$ cat src/rtl/mc_control_fsm_if.sv
// -----------------------------------------------------------------------------
// mc_control_fsm_if
// Bundle between the multicycle control FSM and the datapath.
//   Decode inputs : opcode, funct3, funct7, rs2_fld (instruction register fields)
//   Flag inputs   : zero, less, u_less (ALU compare), mem_ready (memory handshake)
//   Control out   : pc_write, ir_write, adr_src, mem_write, reg_write, result_src,
//                   alu_src_a, alu_src_b, imm_src, alu_control, add_sub_mode
//   Status out    : illegal (sticky), state (current FSM state encoding)
// Modports: slave = the control FSM, master = the datapath side that feeds it.
// -----------------------------------------------------------------------------
interface mc_control_fsm_if;
    logic [6:0] opcode;
    logic [2:0] funct3;
    logic [6:0] funct7;
    logic [4:0] rs2_fld;
    logic       zero;
    logic       less;
    logic       u_less;
    logic       mem_ready;

    logic       pc_write;
    logic       ir_write;
    logic       adr_src;
    logic       mem_write;
    logic       reg_write;
    logic [1:0] result_src;
    logic [1:0] alu_src_a;
    logic [1:0] alu_src_b;
    logic [2:0] imm_src;
    logic [3:0] alu_control;
    logic       add_sub_mode;
    logic       illegal;
    logic [3:0] state;

    modport slave (
        input  opcode, funct3, funct7, rs2_fld, zero, less, u_less, mem_ready,
        output pc_write, ir_write, adr_src, mem_write, reg_write, result_src,
               alu_src_a, alu_src_b, imm_src, alu_control, add_sub_mode,
               illegal, state
    );

    modport master (
        output opcode, funct3, funct7, rs2_fld, zero, less, u_less, mem_ready,
        input  pc_write, ir_write, adr_src, mem_write, reg_write, result_src,
               alu_src_a, alu_src_b, imm_src, alu_control, add_sub_mode,
               illegal, state
    );
endinterface

$ cat src/rtl/mc_control_fsm.sv
// -----------------------------------------------------------------------------
// mc_control_fsm
// Main control FSM of the multicycle RV32I (+Zbb count) core. Sequences
// fetch / decode / execute / memory / writeback and drives the shared ALU in
// every state (PC+4, address calc, execute, branch compare).
// Ports:
//   clk  - rising-edge clock
//   rst  - asynchronous, active-high reset (returns to FETCH, clears illegal)
//   bus  - mc_control_fsm_if.slave: IR fields, ALU flags, mem_ready in;
//          datapath mux selects, strobes, ALU op, illegal and state out
// Parameters:
//   ZBB_EN   - 1: CLZ/CTZ/CPOP decoded, 0: those encodings trap
//   MEM_WAIT - 1: memory states wait for mem_ready, 0: single-cycle memory
// -----------------------------------------------------------------------------
module mc_control_fsm #(
    parameter bit ZBB_EN   = 1'b1,
    parameter bit MEM_WAIT = 1'b1
) (
    input  logic             clk,
    input  logic             rst,
    mc_control_fsm_if.slave  bus
);

    typedef enum logic [3:0] {
        S_FETCH    = 4'd0,
        S_DECODE   = 4'd1,
        S_MEMADR   = 4'd2,
        S_MEMREAD  = 4'd3,
        S_MEMWB    = 4'd4,
        S_MEMWRITE = 4'd5,
        S_EXECR    = 4'd6,
        S_EXECI    = 4'd7,
        S_ALUWB    = 4'd8,
        S_BRANCH   = 4'd9,
        S_JAL      = 4'd10,
        S_JALR     = 4'd11,
        S_LUI      = 4'd12,
        S_AUIPC    = 4'd13,
        S_TRAP     = 4'd15
    } state_t;

    localparam logic [6:0] OP_LOAD   = 7'b0000011;
    localparam logic [6:0] OP_STORE  = 7'b0100011;
    localparam logic [6:0] OP_R      = 7'b0110011;
    localparam logic [6:0] OP_I      = 7'b0010011;
    localparam logic [6:0] OP_BRANCH = 7'b1100011;
    localparam logic [6:0] OP_JAL    = 7'b1101111;
    localparam logic [6:0] OP_JALR   = 7'b1100111;
    localparam logic [6:0] OP_LUI    = 7'b0110111;
    localparam logic [6:0] OP_AUIPC  = 7'b0010111;

    localparam logic [3:0] ALU_ADD  = 4'b0000;
    localparam logic [3:0] ALU_SUB  = 4'b0001;
    localparam logic [3:0] ALU_AND  = 4'b0010;
    localparam logic [3:0] ALU_OR   = 4'b0011;
    localparam logic [3:0] ALU_XOR  = 4'b0100;
    localparam logic [3:0] ALU_SLL  = 4'b0101;
    localparam logic [3:0] ALU_SRL  = 4'b0110;
    localparam logic [3:0] ALU_SRA  = 4'b0111;
    localparam logic [3:0] ALU_ONE  = 4'b1000;
    localparam logic [3:0] ALU_ZERO = 4'b1001;
    localparam logic [3:0] ALU_CTZ  = 4'b1010;
    localparam logic [3:0] ALU_CLZ  = 4'b1011;
    localparam logic [3:0] ALU_CPOP = 4'b1100;

    localparam logic [6:0] F7_BASE = 7'b0000000;
    localparam logic [6:0] F7_ALT  = 7'b0100000;
    localparam logic [6:0] F7_ZBB  = 7'b0110000;

    state_t     state_q;
    state_t     state_d;
    logic       illegal_q;

    logic       mem_go;
    logic       r_type;
    logic       r_bad;
    logic [3:0] exec_alu;
    logic       exec_cmp;
    logic       exec_ok;
    logic       br_take;
    logic       br_ok;

    logic       pc_write_c;
    logic       ir_write_c;
    logic       mem_write_c;
    logic       reg_write_c;
    logic       cmp_mode_c;
    logic [3:0] alu_control_c;

    // Memory access completes this cycle (always true for single-cycle memory).
    assign mem_go = !MEM_WAIT || bus.mem_ready;

    // R-type ops other than ADD/SUB/SRL/SRA only accept funct7 = 0.
    assign r_type = (state_q == S_EXECR);
    assign r_bad  = r_type && (bus.funct7 != F7_BASE);

    always_ff @(posedge clk or posedge rst) begin
        if (rst) begin
            state_q   <= S_FETCH;
            illegal_q <= 1'b0;
        end else begin
            state_q <= state_d;
            if (state_d == S_TRAP) begin
                illegal_q <= 1'b1;
            end
        end
    end

    // Execute-stage ALU decode, shared by EXECR and EXECI.
    always_comb begin
        exec_alu = ALU_ADD;
        exec_cmp = 1'b0;
        exec_ok  = 1'b1;
        case (bus.funct3)
            3'b000: begin
                if (r_type) begin
                    if (bus.funct7 == F7_ALT) exec_alu = ALU_SUB;
                    else if (bus.funct7 != F7_BASE) exec_ok = 1'b0;
                end
            end
            3'b111: begin exec_alu = ALU_AND; exec_ok = !r_bad; end
            3'b110: begin exec_alu = ALU_OR;  exec_ok = !r_bad; end
            3'b100: begin exec_alu = ALU_XOR; exec_ok = !r_bad; end
            3'b001: begin
                if (bus.funct7 == F7_BASE) begin
                    exec_alu = ALU_SLL;
                end else if (!r_type && ZBB_EN && (bus.funct7 == F7_ZBB)) begin
                    case (bus.rs2_fld)
                        5'b00000: exec_alu = ALU_CLZ;
                        5'b00001: exec_alu = ALU_CTZ;
                        5'b00010: exec_alu = ALU_CPOP;
                        default:  exec_ok  = 1'b0;
                    endcase
                end else begin
                    exec_ok = 1'b0;
                end
            end
            3'b101: begin
                if (bus.funct7 == F7_BASE)     exec_alu = ALU_SRL;
                else if (bus.funct7 == F7_ALT) exec_alu = ALU_SRA;
                else                           exec_ok  = 1'b0;
            end
            // SLT/SLTU: the ALU subtracts and the flag picks constant 1 or 0
            // in the same cycle, so the result lands in ALUOut directly.
            3'b010: begin
                exec_cmp = 1'b1;
                exec_alu = bus.less ? ALU_ONE : ALU_ZERO;
                exec_ok  = !r_bad;
            end
            default: begin
                exec_cmp = 1'b1;
                exec_alu = bus.u_less ? ALU_ONE : ALU_ZERO;
                exec_ok  = !r_bad;
            end
        endcase
    end

    always_comb begin
        br_take = 1'b0;
        br_ok   = 1'b1;
        case (bus.funct3)
            3'b000:  br_take = bus.zero;
            3'b001:  br_take = !bus.zero;
            3'b100:  br_take = bus.less;
            3'b101:  br_take = !bus.less;
            3'b110:  br_take = bus.u_less;
            3'b111:  br_take = !bus.u_less;
            default: br_ok   = 1'b0;
        endcase
    end

    always_comb begin
        state_d        = state_q;
        pc_write_c     = 1'b0;
        ir_write_c     = 1'b0;
        mem_write_c    = 1'b0;
        reg_write_c    = 1'b0;
        cmp_mode_c     = 1'b0;
        alu_control_c  = ALU_ADD;
        bus.adr_src    = 1'b0;
        bus.result_src = 2'b00;
        bus.alu_src_a  = 2'b00;
        bus.alu_src_b  = 2'b00;
        bus.imm_src    = 3'b000;
        case (state_q)
            S_FETCH: begin
                bus.alu_src_b = 2'b10;
                bus.result_src = 2'b10;
                if (mem_go) begin
                    ir_write_c = 1'b1;
                    pc_write_c = 1'b1;
                    state_d    = S_DECODE;
                end
            end
            // Speculative branch/jump target: old PC + imm into ALUOut.
            S_DECODE: begin
                bus.alu_src_a = 2'b01;
                bus.alu_src_b = 2'b01;
                bus.imm_src   = (bus.opcode == OP_JAL) ? 3'b011 : 3'b010;
                case (bus.opcode)
                    OP_LOAD, OP_STORE: state_d = S_MEMADR;
                    OP_R:              state_d = S_EXECR;
                    OP_I:              state_d = S_EXECI;
                    OP_BRANCH:         state_d = S_BRANCH;
                    OP_JAL:            state_d = S_JAL;
                    OP_JALR:           state_d = S_JALR;
                    OP_LUI:            state_d = S_LUI;
                    OP_AUIPC:          state_d = S_AUIPC;
                    default:           state_d = S_TRAP;
                endcase
            end
            S_MEMADR: begin
                bus.alu_src_a = 2'b10;
                bus.alu_src_b = 2'b01;
                bus.imm_src   = (bus.opcode == OP_STORE) ? 3'b001 : 3'b000;
                state_d       = (bus.opcode == OP_STORE) ? S_MEMWRITE : S_MEMREAD;
            end
            S_MEMREAD: begin
                bus.adr_src = 1'b1;
                if (mem_go) state_d = S_MEMWB;
            end
            S_MEMWB: begin
                bus.result_src = 2'b01;
                reg_write_c    = 1'b1;
                state_d        = S_FETCH;
            end
            S_MEMWRITE: begin
                bus.adr_src = 1'b1;
                mem_write_c = 1'b1;
                if (mem_go) state_d = S_FETCH;
            end
            S_EXECR, S_EXECI: begin
                bus.alu_src_a = 2'b10;
                bus.alu_src_b = (state_q == S_EXECI) ? 2'b01 : 2'b00;
                alu_control_c = exec_alu;
                cmp_mode_c    = exec_cmp;
                state_d       = exec_ok ? S_ALUWB : S_TRAP;
            end
            S_ALUWB: begin
                reg_write_c = 1'b1;
                state_d     = S_FETCH;
            end
            // Compare rs1 - rs2; PC is loaded from ALUOut (target from DECODE).
            S_BRANCH: begin
                bus.alu_src_a = 2'b10;
                alu_control_c = ALU_SUB;
                cmp_mode_c    = 1'b1;
                pc_write_c    = br_take && br_ok;
                state_d       = br_ok ? S_FETCH : S_TRAP;
            end
            // PC <= ALUOut (jump target) while the ALU forms old PC + 4 for rd.
            S_JAL: begin
                bus.alu_src_a = 2'b01;
                bus.alu_src_b = 2'b10;
                pc_write_c    = 1'b1;
                state_d       = S_ALUWB;
            end
            // rs1 + imm into ALUOut, then reuse JAL to load PC and link.
            S_JALR: begin
                bus.alu_src_a = 2'b10;
                bus.alu_src_b = 2'b01;
                state_d       = (bus.funct3 == 3'b000) ? S_JAL : S_TRAP;
            end
            S_LUI: begin
                bus.alu_src_a = 2'b11;
                bus.alu_src_b = 2'b01;
                bus.imm_src   = 3'b100;
                state_d       = S_ALUWB;
            end
            S_AUIPC: begin
                bus.alu_src_a = 2'b01;
                bus.alu_src_b = 2'b01;
                bus.imm_src   = 3'b100;
                state_d       = S_ALUWB;
            end
            S_TRAP: begin
                state_d = S_TRAP;
            end
            default: begin
                state_d = S_TRAP;
            end
        endcase
    end

    // Strobes are forced low for as long as reset is held, so a reset
    // mid-instruction cannot leave a partial write behind.
    assign bus.pc_write     = pc_write_c  && !rst;
    assign bus.ir_write     = ir_write_c  && !rst;
    assign bus.mem_write    = mem_write_c && !rst;
    assign bus.reg_write    = reg_write_c && !rst;
    assign bus.alu_control  = alu_control_c;
    assign bus.add_sub_mode = (alu_control_c == ALU_SUB) || cmp_mode_c;
    assign bus.illegal      = illegal_q;
    assign bus.state        = state_q;

endmodule

$ cat src/flat_wrapper.sv
// flat-port wrapper written by rule: the top's interface ports become plain ports
module mc_control_fsm_flat 
#(
    parameter bit ZBB_EN   = 1'b1,
    parameter bit MEM_WAIT = 1'b1
)
  (clk, rst, bus_opcode, bus_funct3, bus_funct7, bus_rs2_fld, bus_zero, bus_less, bus_u_less, bus_mem_ready, bus_pc_write, bus_ir_write, bus_adr_src, bus_mem_write, bus_reg_write, bus_result_src, bus_alu_src_a, bus_alu_src_b, bus_imm_src, bus_alu_control, bus_add_sub_mode, bus_illegal, bus_state);
  mc_control_fsm_if bus_i ();
  input  logic clk;
  input  logic rst;
  input wire logic [$bits(bus_i.opcode)-1:0] bus_opcode;
  input wire logic [$bits(bus_i.funct3)-1:0] bus_funct3;
  input wire logic [$bits(bus_i.funct7)-1:0] bus_funct7;
  input wire logic [$bits(bus_i.rs2_fld)-1:0] bus_rs2_fld;
  input wire logic [$bits(bus_i.zero)-1:0] bus_zero;
  input wire logic [$bits(bus_i.less)-1:0] bus_less;
  input wire logic [$bits(bus_i.u_less)-1:0] bus_u_less;
  input wire logic [$bits(bus_i.mem_ready)-1:0] bus_mem_ready;
  output wire logic [$bits(bus_i.pc_write)-1:0] bus_pc_write;
  output wire logic [$bits(bus_i.ir_write)-1:0] bus_ir_write;
  output wire logic [$bits(bus_i.adr_src)-1:0] bus_adr_src;
  output wire logic [$bits(bus_i.mem_write)-1:0] bus_mem_write;
  output wire logic [$bits(bus_i.reg_write)-1:0] bus_reg_write;
  output wire logic [$bits(bus_i.result_src)-1:0] bus_result_src;
  output wire logic [$bits(bus_i.alu_src_a)-1:0] bus_alu_src_a;
  output wire logic [$bits(bus_i.alu_src_b)-1:0] bus_alu_src_b;
  output wire logic [$bits(bus_i.imm_src)-1:0] bus_imm_src;
  output wire logic [$bits(bus_i.alu_control)-1:0] bus_alu_control;
  output wire logic [$bits(bus_i.add_sub_mode)-1:0] bus_add_sub_mode;
  output wire logic [$bits(bus_i.illegal)-1:0] bus_illegal;
  output wire logic [$bits(bus_i.state)-1:0] bus_state;
  assign bus_i.opcode = bus_opcode;
  assign bus_i.funct3 = bus_funct3;
  assign bus_i.funct7 = bus_funct7;
  assign bus_i.rs2_fld = bus_rs2_fld;
  assign bus_i.zero = bus_zero;
  assign bus_i.less = bus_less;
  assign bus_i.u_less = bus_u_less;
  assign bus_i.mem_ready = bus_mem_ready;
  assign bus_pc_write = bus_i.pc_write;
  assign bus_ir_write = bus_i.ir_write;
  assign bus_adr_src = bus_i.adr_src;
  assign bus_mem_write = bus_i.mem_write;
  assign bus_reg_write = bus_i.reg_write;
  assign bus_result_src = bus_i.result_src;
  assign bus_alu_src_a = bus_i.alu_src_a;
  assign bus_alu_src_b = bus_i.alu_src_b;
  assign bus_imm_src = bus_i.imm_src;
  assign bus_alu_control = bus_i.alu_control;
  assign bus_add_sub_mode = bus_i.add_sub_mode;
  assign bus_illegal = bus_i.illegal;
  assign bus_state = bus_i.state;
  mc_control_fsm #(.ZBB_EN(ZBB_EN), .MEM_WAIT(MEM_WAIT)) u_core (.clk(clk), .rst(rst), .bus(bus_i));
endmodule
$ cat config.mk
export PLATFORM = sky130hd
export DESIGN_NAME = mc_control_fsm_flat
export DESIGN_NICKNAME = d
export VERILOG_FILES = /design/src/rtl/mc_control_fsm_if.sv /design/src/rtl/mc_control_fsm.sv /design/src/flat_wrapper.sv
export SDC_FILE = /design/constraint.sdc
export NUM_CORES = 1
export LEC_CHECK = 0
export BUFFER_PORTS_ARGS = -buffer_cell sky130_fd_sc_hd__buf_2
export CORE_AREA = 2 2 53 55
export CTS_CLUSTER_DIAMETER = 200
export CTS_CLUSTER_SIZE = 14
export DETAILED_ROUTE_END_ITERATION = 16
export DIE_AREA = 0 0 55 57
export GPL_TIMING_DRIVEN = 0
export HOLD_SLACK_MARGIN = 0.15
export PLACE_DENSITY_LB_ADDON = 0.08
export SYNTH_ARGS = -nofsm -noshare
export SYNTH_HDL_FRONTEND = slang
export SYNTH_SLANG_ARGS = --single-unit
$ cat constraint.sdc
create_clock -name clk -period 1.8 [get_ports clk]
set_clock_uncertainty 0.05 [all_clocks]
set_input_delay 0 -clock clk [delete_from_list [all_inputs] [get_ports clk]]
set_output_delay 0 -clock clk [all_outputs]
set_load 0.02 [all_outputs]
==> impl_metrics.py <==
metrics = {
    "synthesis": {
        "yosysWarnings": 0,
        "synthDistinctLibCells": 50,
        "synth_area_per_cell_um2": 6.96,
        "syn_inst": 146,
        "synth_common_cells": "a21oi_1, nand2_1, nor3_1",
        "synth_area_leaders": "dfrtp_1, a21oi_1, nor3_1, nand3_1, nand2_1",
        "synth-seq-cells": 5,
        "synth_top_flop_cell": "dfrtp_1",
        "synthArstFlopShare_pct": 100,
        "syn_nets": 174,
        "synth_edf_count": 0,
        "synth_area_leader_cell": "dfrtp_1",
        "synth_area_um2": 1020,
        "synth_top_area_share_pct": 12.3,
        "seq_area_frac_synth_pct": 12.3,
    },
    "drt": {
        "drt_iter0_markers": 13,
        "routed-via-count": 1361,
        "drc": 0,
        "top_layer_used": "met4",
        "wire_per_inst_um": 13.6,
        "wl_met3_um": 169,
        "wl_met1_um": 1370,
        "viasPerCell": 5.74,
        "wl_met2_um": 1640,
        "drtPass1Iterations": 5,
        "wl_um": 3240,
        "ant_nets": 0,
    },
    "worst_setup_path": {
        "crit_family": "simple AND/OR/NAND/NOR gates",
        "cp.required_ns": 1.75,
        "arrival_ns": 1.80,
        "endpoint_kind": "primary output",
        "critical_path_class": "reg2out",
        "cp_slowest_cell": "dfrtp_2",
        "slowest_delay_ns": 0.44,
        "cp_cell_sequence": "nand4bb_4 > nor4_4 > a211oi_2 > o22ai_1 > o2bb2ai_1 > buf_4",
        "rrSetupSlack_ns": 0,
        "critPathMaxFanout": 4,
        "path_buf_inv": 1,
        "cp-start-kind": "register",
    },
    "floorplan": {
        "die_x_um": 55,
        "initial_core_util_pct": 38.9,
        "ios": 52,
        "num_rows": 19,
        "coreArea_um2": 2620,
        "die_height_um": 57,
        "die_area_um2": 3140,
    },
    "timing": {
        "fmax_ghz": 0.540,
        "slew-limit-headroom_pct": 68.3,
        "fin_ws_ns": -0.0515,
        "period_share_pct": 103,
        "hold_viol_final": 0,
        "report.final.setup_viol": 1,
        "slew_violations": 0,
        "worst_pin_slew_ns": 0.475,
        "rsz0062_at_grt": "true",
        "fin_hold_ws_ns": 0.226,
        "period_minus_slack_ns": 1.85,
    },
    "placement": {
        "hpwl_um": 2500,
        "gp_congestion": 0.840,
        "io_buffer_count": 51,
        "place_ws_ns": -0.111,
    },
    "clock_tree": {
        "path_clk_slew_ns": 0.04,
        "clockBufferDepth": 2,
        "insertion_delay_ns": 0.24,
        "cts_tree": "yes",
        "root_buffer": "clkbuf_4",
        "cts.sinks": 5,
        "h-tree-depth": 1,
        "cts_made_buffers": 3,
    },
    "power": {
        "power.density_nw_per_um2": 236,
        "vdd_drop_max_v": 0.000350,
        "leakage_nw": 0.677,
    },
    "grt": {
        "grt_use_total_pct": 20.2,
        "grt_antenna_before_repair": 0,
        "grt_pass1_vias": 1164,
        "grt_pass1_wl_um": 4910,
        "grt_overflow_total": 0,
        "grt_max_degree": 11,
    },
    "outcome": {
        "status": "finished with violations",
        "violations": "negative setup slack",
    },
    "finish": {
        "layout-drive-gt1-share_pct": 46.6,
        "syn2layout_area_growth_pct": 46.8,
        "seqCellArea_um2": 130,
        "fillCellCount": 269,
        "layout.nets": 235,
        "multiInputGateArea_um2": 888,
        "antennaDiodeCount": 0,
    },
    "run": {
        "max_cap_viol_count": 0,
    },
    "hold_path": {
        "hold_path.class": "in2async",
    },
}
worst paths after layout:
kind,from,end,cells after the start
max in group asynchronous,rst,u_core.bus.state[3],3
min in group clk,bus_funct3[0],u_core.bus.state[2],5
hold reg to reg,u_core.bus.illegal,u_core.bus.illegal,1
setup / recovery,u_core.bus.state[0],bus_alu_control[0],6
hold / removal,rst,u_core.bus.state[2],3
setup reg to reg,u_core.bus.state[2],u_core.bus.illegal,6
stage by stage:
| step | cells | total power, mW | area (um^2) | utilization, % | setup TNS [ns] |
|---|---|---|---|---|---|
| after global placement | 228 | 0.216 | 1340 | 51.2 | -0.161 |
| after global routing | 237 | 0.379 | 1490 | 57.0 | -0.703 |
| after detailed placement | 228 | 0.220 | 1340 | 51.2 | -0.190 |
| after floorplan | 146 | 0.166 | 1040 | - | -0.0897 |
| after CTS | 235 | 0.356 | 1440 | 55.2 | -0.191 |
| final | 237 | 0.352 | 1490 | 57.0 | -0.0515 |
area by class of cell:
cell class	count	share of cell area (%)
Tap cell	31	2.60
Multi-Input combinational cell	122	59.6
Inverter	9	2.27
Buffer	9	3.44
Sequential cell	5	8.72
Clock buffer	4	1.76
Timing Repair Buffer	57	21.6
metal layers:
metal,GRT usage (%),up-vias
met2,34.7,50
met5,0,-
met1,26.2,630
met3,3.14,8
li1,-,673
met4,4.18,0
tightest hold or removal path: stages:
cell	delay, ns
dlygate4sd3_1	0.54
buf_2	0.16
inv_1	0.18
kinds of logic after synthesis:
family	count (synthesis)	share of synthesized area (%)
mux	2	2.09
buf+inv	19	8.25
simple gates	70	41.5
flops	5	12.3
compound gates	46	32.4
xor+xnor	4	3.45
registers in the layout, indices dropped and copies added, names as in the netlist:
signal and flops:
u_core.bus.state 4, u_core.bus.illegal 1
where the power goes:
| part | switching [mW] | internal (mW) | total [mW] | leakage (nW) |
|---|---|---|---|---|
| Sequential | 0 | 0.113 | 0.113 | 0.0425 |
| Clock | 0.0423 | 0.0836 | 0.126 | 0.0150 |
| Combinational | 0.0631 | 0.0500 | 0.113 | 0.620 |
| Total | 0.105 | 0.246 | 0.352 | 0.677 |
layout by cell type, fill, tap and decap left out, types with 3 or more instances in the layout:
cell | synthesis | layout
nor2b_1 | 7 | 6
clkbuf_2 | 0 | 3
nand2b_1 | 4 | 4
a21oi_1 | 12 | 11
clkbuf_4 | 0 | 3
xor2_1 | 3 | 3
and3b_1 | 3 | 3
nor2_1 | 9 | 8
o21ai_0 | 6 | 5
inv_1 | 8 | 7
nand2_1 | 12 | 11
a31oi_1 | 5 | 5
buf_2 | 4 | 51
nor3_2 | 0 | 3
buf_4 | 2 | 8
nor3_1 | 10 | 7
nand3_1 | 9 | 9
dfrtp_2 | 0 | 4
repair_timing:
item	in CTS	in global routing
pin swaps	2	7
hold buffers	2	0
endpoints found under the hold margin	6	0
buffers inserted	1	3
resized for setup	13	12
setup endpoints to repair	12	12
No activity file was read; power rests on OpenSTA's default activity.
